`src/rtl/weight_fetch_nbank_if.sv`:
```
// Shared read bus between the weight fetcher and its NUM_KERNEL weight bram_ctrl banks.
// Each mem_rden cycle is exactly one read of mem_addr in every bank. Each bank answers with
// mem_oval[k] MEM_LATENCY cycles later. The bus has no ready signal: the requester never
// issues more reads than it has room to absorb.
interface weight_fetch_nbank_if #(
    parameter int ADDR_WIDTH = 32,
    parameter int DATA_WIDTH = 32,
    parameter int NUM_KERNEL = 4
);
    logic [ADDR_WIDTH-1:0]            mem_addr;
    logic                             mem_rden;
    logic [NUM_KERNEL*DATA_WIDTH-1:0] mem_odat;
    logic [NUM_KERNEL-1:0]            mem_oval;

    modport master (output mem_addr, mem_rden, input mem_odat, mem_oval);
    modport slave  (input mem_addr, mem_rden, output mem_odat, mem_oval);
endinterface

```
`src/rtl/weight_fetch_nbank.sv`:
```
// Lockstep weight fetch across NUM_KERNEL banks, using credit-limited issue.
// Results are packed kernel-major into a FIFO that drains under consumer stall.
module weight_fetch_nbank #(
    parameter int DATA_WIDTH  = 32,
    parameter int ADDR_WIDTH  = 32,
    parameter int BIT_WIDTH   = 8,
    parameter int NUM_CHANNEL = 3,
    parameter int NUM_KERNEL  = 4,
    parameter int MEM_LATENCY = 2,
    parameter int FIFO_DEPTH  = 4,
    parameter int ADDR_STEP   = 4
) (
    input  logic                                    clk,
    input  logic                                    rst,
    input  logic                                    i_start,
    input  logic [ADDR_WIDTH-1:0]                   i_conf_baseaddr,
    input  logic [31:0]                             i_conf_numword,
    input  logic                                    i_req,
    output logic [BIT_WIDTH*NUM_CHANNEL*NUM_KERNEL-1:0] o_dat,
    output logic                                    o_vld,
    input  logic                                    i_stall,
    weight_fetch_nbank_if.master                    mem,
    output logic [3:0]                              o_status
);
    localparam int EW = BIT_WIDTH * NUM_CHANNEL;
    localparam int VW = EW * NUM_KERNEL;
    localparam int PW = $clog2(FIFO_DEPTH);
    localparam int CW = $clog2(FIFO_DEPTH + 1);

    typedef enum logic [1:0] {
        IDLE  = 2'd0,
        RUN   = 2'd1,
        FLUSH = 2'd2
    } state_t;

    state_t                state;
    logic [ADDR_WIDTH-1:0] base;
    logic [ADDR_WIDTH-1:0] off;
    logic [ADDR_WIDTH-1:0] addr_q;
    logic                  rden_q;
    logic [31:0]           numword;
    logic [31:0]           idx;
    logic [CW-1:0]         pending;
    logic [CW-1:0]         outstanding;
    logic [CW-1:0]         count;
    logic [PW-1:0]         rd_ptr;
    logic [PW-1:0]         wr_ptr;
    logic [VW-1:0]         fifo_mem [FIFO_DEPTH];
    logic                  err_ovf;
    logic                  err_align;

    logic          ret_all;
    logic          ret_mixed;
    logic          ret_dec;
    logic [CW:0]   inflight;
    logic          issue;
    logic          req_run;
    logic          push;
    logic          pop;
    logic          fifo_clr;
    logic          load_cfg;
    logic [VW-1:0] push_word;
    logic          unused_bits;

    assign ret_all   = &mem.mem_oval;
    assign ret_mixed = (|mem.mem_oval) && !ret_all;
    assign ret_dec   = (ret_all || ret_mixed) && (outstanding != '0);
    assign inflight  = {1'b0, outstanding} + {1'b0, count};
    // A read is only issued when its result is guaranteed a FIFO slot.
    assign issue     = (state == RUN) && !i_start && (pending != '0)
                       && (inflight < (CW+1)'(FIFO_DEPTH));
    assign req_run   = i_req && (state == RUN);
    assign push      = ret_all && (state == RUN);
    assign pop       = o_vld && !i_stall;
    assign fifo_clr  = (state == FLUSH) || ((state == RUN) && i_start);
    assign load_cfg  = ((state == IDLE) && i_start)
                       || ((state == FLUSH) && (outstanding == '0));

    always_comb begin
        push_word = '0;
        for (int k = 0; k < NUM_KERNEL; k++)
            push_word[k*EW +: EW] = mem.mem_odat[k*DATA_WIDTH +: EW];
    end

    assign o_vld        = (count != '0);
    assign o_dat        = fifo_mem[rd_ptr];
    assign o_status     = {err_align, err_ovf, state};
    assign mem.mem_addr = addr_q;
    assign mem.mem_rden = rden_q;
    assign unused_bits  = (^mem.mem_odat) ^ (MEM_LATENCY < 1);

    always_ff @(posedge clk) begin
        if (rst) begin
            state       <= IDLE;
            base        <= '0;
            off         <= '0;
            addr_q      <= '0;
            rden_q      <= 1'b0;
            numword     <= 32'd1;
            idx         <= '0;
            pending     <= '0;
            outstanding <= '0;
            count       <= '0;
            rd_ptr      <= '0;
            wr_ptr      <= '0;
            err_ovf     <= 1'b0;
            err_align   <= 1'b0;
            for (int i = 0; i < FIFO_DEPTH; i++) fifo_mem[i] <= '0;
        end else begin
            rden_q      <= issue;
            outstanding <= outstanding + CW'(issue) - CW'(ret_dec);
            if (ret_mixed) err_align <= 1'b1;

            if (issue && !req_run) begin
                pending <= pending - CW'(1);
            end else if (req_run && !issue) begin
                if (pending == CW'(FIFO_DEPTH)) err_ovf <= 1'b1;
                else                            pending <= pending + CW'(1);
            end

            if (issue) begin
                addr_q <= base + off;
                if (idx == numword - 32'd1) begin
                    idx <= '0;
                    off <= '0;
                end else begin
                    idx <= idx + 32'd1;
                    off <= off + ADDR_WIDTH'(ADDR_STEP);
                end
            end

            if (fifo_clr) begin
                count  <= '0;
                rd_ptr <= '0;
                wr_ptr <= '0;
            end else begin
                if (push) begin
                    fifo_mem[wr_ptr] <= push_word;
                    wr_ptr           <= wr_ptr + PW'(1);
                end
                if (pop) rd_ptr <= rd_ptr + PW'(1);
                count <= count + CW'(push) - CW'(pop);
            end

            // Restart lands here from IDLE directly or from FLUSH once all reads are back.
            if (load_cfg) begin
                base    <= i_conf_baseaddr;
                numword <= (i_conf_numword == 32'd0) ? 32'd1 : i_conf_numword;
                idx     <= '0;
                off     <= '0;
                pending <= '0;
            end

            case (state)
                IDLE:    if (i_start) state <= RUN;
                RUN:     if (i_start) state <= FLUSH;
                FLUSH:   if (outstanding == '0) state <= RUN;
                default: state <= IDLE;
            endcase
        end
    end
endmodule

```
`src/flat_wrapper.sv`:
```
// flat-port wrapper written by rule: the top's interface ports become plain ports
module weight_fetch_nbank_flat 
#(
    parameter int DATA_WIDTH  = 32,
    parameter int ADDR_WIDTH  = 32,
    parameter int BIT_WIDTH   = 8,
    parameter int NUM_CHANNEL = 3,
    parameter int NUM_KERNEL  = 4,
    parameter int MEM_LATENCY = 2,
    parameter int FIFO_DEPTH  = 4,
    parameter int ADDR_STEP   = 4
)
  (clk, rst, i_start, i_conf_baseaddr, i_conf_numword, i_req, o_dat, o_vld, i_stall, o_status, mem_mem_addr, mem_mem_rden, mem_mem_odat, mem_mem_oval);
  weight_fetch_nbank_if #(.ADDR_WIDTH(ADDR_WIDTH), .DATA_WIDTH(DATA_WIDTH), .NUM_KERNEL(NUM_KERNEL)) mem_i ();
  input  logic clk;
  input  logic rst;
  input  logic i_start;
  input  logic [ADDR_WIDTH-1:0] i_conf_baseaddr;
  input  logic [31:0] i_conf_numword;
  input  logic i_req;
  output logic [BIT_WIDTH*NUM_CHANNEL*NUM_KERNEL-1:0] o_dat;
  output logic o_vld;
  input  logic i_stall;
  output logic [3:0] o_status;
  output wire logic [$bits(mem_i.mem_addr)-1:0] mem_mem_addr;
  output wire logic [$bits(mem_i.mem_rden)-1:0] mem_mem_rden;
  input wire logic [$bits(mem_i.mem_odat)-1:0] mem_mem_odat;
  input wire logic [$bits(mem_i.mem_oval)-1:0] mem_mem_oval;
  assign mem_mem_addr = mem_i.mem_addr;
  assign mem_mem_rden = mem_i.mem_rden;
  assign mem_i.mem_odat = mem_mem_odat;
  assign mem_i.mem_oval = mem_mem_oval;
  weight_fetch_nbank #(.DATA_WIDTH(DATA_WIDTH), .ADDR_WIDTH(ADDR_WIDTH), .BIT_WIDTH(BIT_WIDTH), .NUM_CHANNEL(NUM_CHANNEL), .NUM_KERNEL(NUM_KERNEL), .MEM_LATENCY(MEM_LATENCY), .FIFO_DEPTH(FIFO_DEPTH), .ADDR_STEP(ADDR_STEP)) u_core (.clk(clk), .rst(rst), .i_start(i_start), .i_conf_baseaddr(i_conf_baseaddr), .i_conf_numword(i_conf_numword), .i_req(i_req), .o_dat(o_dat), .o_vld(o_vld), .i_stall(i_stall), .mem(mem_i), .o_status(o_status));
endmodule
```
`config.mk`:
```
export PLATFORM = sky130hd
export DESIGN_NAME = weight_fetch_nbank_flat
export DESIGN_NICKNAME = d
export VERILOG_FILES = /design/src/rtl/weight_fetch_nbank_if.sv /design/src/rtl/weight_fetch_nbank.sv /design/src/flat_wrapper.sv
export SDC_FILE = /design/constraint.sdc
export NUM_CORES = 1
export LEC_CHECK = 0
export ABC_CLOCK_PERIOD_IN_PS = 11100
export BUFFER_PORTS_ARGS = -buffer_cell sky130_fd_sc_hd__buf_4
export CAP_MARGIN = 15
export CORE_ASPECT_RATIO = 0.75
export CORE_MARGIN = 2
export CORE_UTILIZATION = 45
export DETAILED_ROUTE_END_ITERATION = 16
export GPL_ROUTABILITY_DRIVEN = 0
export SLEW_MARGIN = 10
export SYNTH_ARGS = -nofsm -noshare
export SYNTH_HDL_FRONTEND = slang
export SYNTH_SLANG_ARGS = --single-unit
```
`constraint.sdc`:
```
create_clock -name clk -period 11.1 [get_ports clk]
set_clock_uncertainty 0.05 [all_clocks]
set_input_delay 2.22 -clock clk [delete_from_list [all_inputs] [get_ports clk]]
set_output_delay 2.22 -clock clk [all_outputs]
set_load 0.01 [all_outputs]
```
# After elaboration in Yosys (flattened, before gate mapping)
# Memory sizes are Yosys's and may differ from the RTL's. A register that Yosys moved wholly into a read port is not among the register bits.
# Cells that the tools add are included.
totals:
  ff_bits: 178
  ram_bits: 384
  output_inout_bits: 134
  elab_cells: 95
  mem_count: 1
op_classes:
  addsub: 13
  order_cmp: 1
  eq_ne: 8
  muxes: 21
  bitwise_logic: 1
  n_reduce_logical: 36
mem_list:
  columns: ["memory", "words", "width", "rd", "rd_ports_with_merged_regs", "write_ports", "line", "text"]
  rows:
  - ["u_core.fifo_mem", 4, 96, 1, 1, 4, "weight_fetch_nbank.sv:48", "logic [VW-1:0] fifo_mem [FIFO_DEPTH];"]
ops:
  columns: ["operator", "n"]
  rows:
  - ["32-bit 2-to-1 mux", 3]
  - ["96-bit 2-to-1 mux", 1]
  - ["96-bit OR reduction", 1]
  - ["32-bit by 1-bit adder with 32-bit output, second input constant", 1]
  - ["32-bit by 3-bit adder with 32-bit output, second input constant", 1]
  - ["32-bit adder", 1]
  - ["32-bit equality test", 1]
  - ["32-bit zero test", 1]
  - ["32-bit by 1-bit subtractor with 32-bit output, second input constant", 1]
  - ["1-bit logical AND", 13]
  - ["2-bit 2-to-1 mux", 6]
  - ["3-bit 2-to-1 mux", 3]
  - ["3-bit nonzero test", 3]
  - ["1-bit 2-to-1 mux", 7]
  - ["3-bit by 1-bit adder with 3-bit output", 2]
  - ["2-bit inequality test, second input constant", 3]
  - ["2-bit case mux with 3 select lines", 1]
  - ["3-bit AND reduction", 2]
  - ["3-bit by 1-bit subtractor with 3-bit output", 2]
  - ["1-bit zero test", 5]
  - ["2-bit by 1-bit adder with 2-bit output, second input constant", 2]
  - ["3-bit by 3-bit adder with 4-bit output", 1]
  - ["4-bit by 3-bit less-than comparator with 1-bit output, second input constant", 1]
  - ["4-bit AND reduction", 1]
  - ["14 further kinds", 17]

# Logic depth before layout (Yosys ltp)
depth:
  ltp_word: 8
  depth_mapped: 12
  mapped_depth_nobuf: 11

# Least setup slack after synthesis
# OpenSTA, ideal clock, no wires.
synth_path:
  path_type: "input -> register"
  startpoint: "in mem_mem_oval[2]"
  endpoint: "mem u_core.fifo_mem[3][0] (netlist name), enable pin"
  setup_time_ns: 0.683
  arrival_ns: 9.636
  required_time_ns: 10.367
  slack_ns: 0.731
  stages: 4
  n_path_buf: 0
  path_cell_list: "nand4_1 nor3b_1 nand2_1 o21ai_0"
synth_lines:
  columns: ["item", "line", "text"]
  rows:
  - ["start: declaration", "flat_wrapper.sv:28", "input wire logic [$bits(mem_i.mem_oval)-1:0] mem_mem_oval;"]
  - ["end: declaration", "weight_fetch_nbank.sv:48", null]

==> results.sh <==
export IMPL_status="finished clean"
export IMPL_cts_htree_levels=2
export IMPL_track_usage=0.206
export IMPL_synth_distinct_cells=76
export IMPL_crit_arrival_ns=6.81
export IMPL_clk_pin_slew_ns=0.06
export IMPL_vias_per_cell=5.30
export IMPL_path_common_cell="buf_4"
export IMPL_synth_top_flop_cell="edfxtp_1"
export IMPL_fin_tns_setup_ns=0
export IMPL_die_h_um=213
export IMPL_path_class="input port to register"
export IMPL_drive_gt1_frac=0.245
export IMPL_drt_iter0_markers=1008
export IMPL_totalWireLength_um=62100
export IMPL_r2r_slack_ns=6.01
export IMPL_synth_seq_cells=562
export IMPL_p_leak_nw=11.8
export IMPL_dp_cells=3069
export IMPL_pwr_share_clk=0.383
export IMPL_path_buf_inv=3
export IMPL_setup_viol=0
export IMPL_crit_slowest_cell="or2_4"
export IMPL_finalNonFillerCells=3177
export IMPL_drc=0
export IMPL_ys_warn_count=0
export IMPL_avgSynthCellArea_um2=12.5
export IMPL_fin_nets=2592
export IMPL_numPortBuffers=302
export IMPL_fp_dieArea_mm2=0.0602
export IMPL_max_slew_margin=0.272
export IMPL_overflow=0
export IMPL_synth_edf_count=384
export IMPL_grt_max_degree=104
export IMPL_clk_latency_ns=0.62
export IMPL_fillers=5000
export IMPL_required_ns=11.29
export IMPL_cts_tree="done"
export IMPL_worstMarginPinSlew_ns=1.09
export IMPL_fin_crit_sh=0.596
export IMPL_cp_end_kind="register"
export IMPL_cp_max_fo=60
export IMPL_busiest_layer="met2"
export IMPL_dp_hpwl_um=38800
export IMPL_slew_violations=0
export IMPL_drv_cap=0
export IMPL_wl_per_cell_um=19.6
export IMPL_p_switching_mw=1.30
export IMPL_min_period_ns=6.62
export IMPL_vias=16800
export IMPL_cts_buffer_depth=3
export IMPL_pwr_share_seq=0.466
export IMPL_cts_setup_buffers=0
export IMPL_gr_usage_met1=0.280
export IMPL_critPathLaunchType="input port"
export IMPL_crit_chain="buf_4 > inv_1 > nand2_1 > nor2_4 > and3b_2 > or2_4 > buf_4"
export IMPL_grtUsageMet2=0.348
export IMPL_cts_hold_buf=0
export IMPL_p_int_mw=3.84
export IMPL_cts_root_buf="clkbuf_16"
export IMPL_power_density_mw_per_mm2=166
export IMPL_synth_seq_area_share=0.576
export IMPL_finalHoldViolCount=0
export IMPL_rsz0062_at_grt="false"
export IMPL_switching_share=0.253
export IMPL_utilization=0.539
export IMPL_p_comb_frac=0.151
export IMPL_synth_nets=2335
export IMPL_cts_resized=0
export IMPL_drtAntennaViolNets=0
export IMPL_rows=76
export IMPL_crit_family="simple AND/OR/NAND/NOR gates"
export IMPL_grt_pass1_vias=16900
export IMPL_antenna_found_initial=2
export IMPL_dr_pass1_iters=5
export IMPL_grt_pass1_wl_um=95800
export IMPL_cp_slowest_stage_delay_ns=0.91
export IMPL_cts_made_buffers=57
export IMPL_coreArea_mm2=0.0574
export IMPL_synthesis_area_mm2=0.0262
export IMPL_hold_class="register to register"
export IMPL_postSynth_asyncResetShare=0
export IMPL_grt_use_met3=0.0342
export IMPL_syn_to_final_growth_pct=18.3
export IMPL_start_util=0.456
export IMPL_vdd_drop_max_mv=0.145
export IMPL_die_width_um=283
export IMPL_clock_sinks=562
export IMPL_fmax_mhz=151
export IMPL_io_pins=335
export IMPL_syn_inst=2091
[placed cells by master, fill, tap and decap left out, types with 8 or more instances in the layout]
cell type and count:
a21o_1 10, a21oi_1 113, and2_1 390, and3_1 21, buf_4 321, clkbuf_1 17
clkbuf_16 57, clkinv_1 8, dfxtp_1 176, edfxtp_1 384, ha_1 40, inv_1 22
mux4_2 96, nand2_1 214, nand3_1 36, nand4_1 26, nor2_1 66, nor3_1 16
nor3_2 59, nor4_1 21, o21ai_0 16, xnor2_1 63, xor2_1 67
[Yosys cell counts (10+ instances only)]
| library cell | number | area share |
|---|---|---|
| dfxtp_1 | 178 | 0.14 |
| nand4_1 | 26 | 0.0062 |
| nor4_1 | 22 | 0.0053 |
| clkbuf_1 | 96 | 0.014 |
| a21o_1 | 10 | 0.0029 |
| xor2_1 | 67 | 0.022 |
| edfxtp_1 | 384 | 0.44 |
| buf_1 | 15 | 0.0021 |
| xnor2_1 | 63 | 0.021 |
| ha_1 | 40 | 0.019 |
| a21oi_1 | 113 | 0.022 |
| o21ai_0 | 17 | 0.0032 |
| nor2_1 | 68 | 0.0097 |
| nor3_1 | 16 | 0.0031 |
| mux4_2 | 96 | 0.083 |
| nand3_1 | 36 | 0.0069 |
| and3_1 | 21 | 0.0050 |
| nor3_2 | 59 | 0.023 |
| inv_1 | 22 | 0.0032 |
| and2_1 | 390 | 0.093 |
| nand2_1 | 215 | 0.031 |
[final timing paths]
path | cells past startpoint | from | endpoint
setup / recovery | 7 | rst | u_core.fifo_mem[1][49]
hold / removal | 2 | u_core.mem.mem_addr[11] | u_core.mem.mem_addr[11]
setup reg to reg | 6 | u_core.state[0] | u_core.fifo_mem[1][49]
hold reg to reg | 2 | u_core.mem.mem_addr[11] | u_core.mem.mem_addr[11]
[metal layers]
metal,vias up,part of all wire
li1,8032,-
met1,8390,0.44
met2,349,0.49
met3,67,0.052
met4,2,0.016
met5,-,0.00014
[worst register-to-register path, cell delays in order, from the launching register on]
cell and delay [ns]:
dfxtp_1 0.49, nor3b_1 0.66, inv_1 0.28, nor2_4 0.78, and3b_2 0.85, or2_4 0.92, buf_4 0.64
[metrics by stage]
stage	setup slack, ns	power, mW	area (um2)	hold slack [ns]
3_5_place_dp	3.69	3.23	29100	0.397
6_report	4.48	5.14	31000	0.404
5_1_grt	4.15	5.36	31000	0.428
3_3_place_gp	3.72	3.22	29100	0.386
4_1_cts	4.34	5.21	31000	0.405
2_1_floorplan	0.731	2.92	26200	0.382
[sequential cells by signal (all words and copies together) (netlist names), named ones only]
register,flops
u_core.wr_ptr,2
u_core.pending,3
u_core.numword,32
u_core.state,2
u_core.rd_ptr,2
u_core.err_ovf,1
u_core.mem.mem_addr,32
u_core.mem.mem_rden,1
u_core.outstanding,3
u_core.base,32
u_core.off,30
u_core.count,3
u_core.err_align,1
u_core.idx,32
u_core.fifo_mem,384
[power groups by stage]
stage               Sequential (mW)  Combinational, mW  Clock [mW]
finish                         2.39              0.778        1.97
global route                   2.41              0.852        2.10
CTS                            2.40              0.794        2.02
detailed placement             2.44              0.792           0
global placement               2.44              0.784           0
floorplan                      2.40              0.516           0
[kinds of logic after synthesis]
logic type / Yosys count / share of synthesized area
and+or+nand+nor: 916 / 0.204
adders and majority gates: 43 / 0.0214
xor gates and xnor gates: 130 / 0.0435
muxes: 104 / 0.0857
DFF: 562 / 0.576
AOI/OAI and AO/OA: 190 / 0.0438
buffers and inverters: 146 / 0.0254
[cell type report]
cell class	instances	area, um2	area share
clock buffer	81	1590	0.0512
tap	780	976	0.0315
clock inverter	26	323	0.0104
inverter	23	86.3	0.00279
antenna	1	2.50	0.0000808
timing repair buffer	321	2410	0.0778
multi-input combinational	1383	10500	0.339
sequential	562	15100	0.488
(Power assumes the default switching activity.)
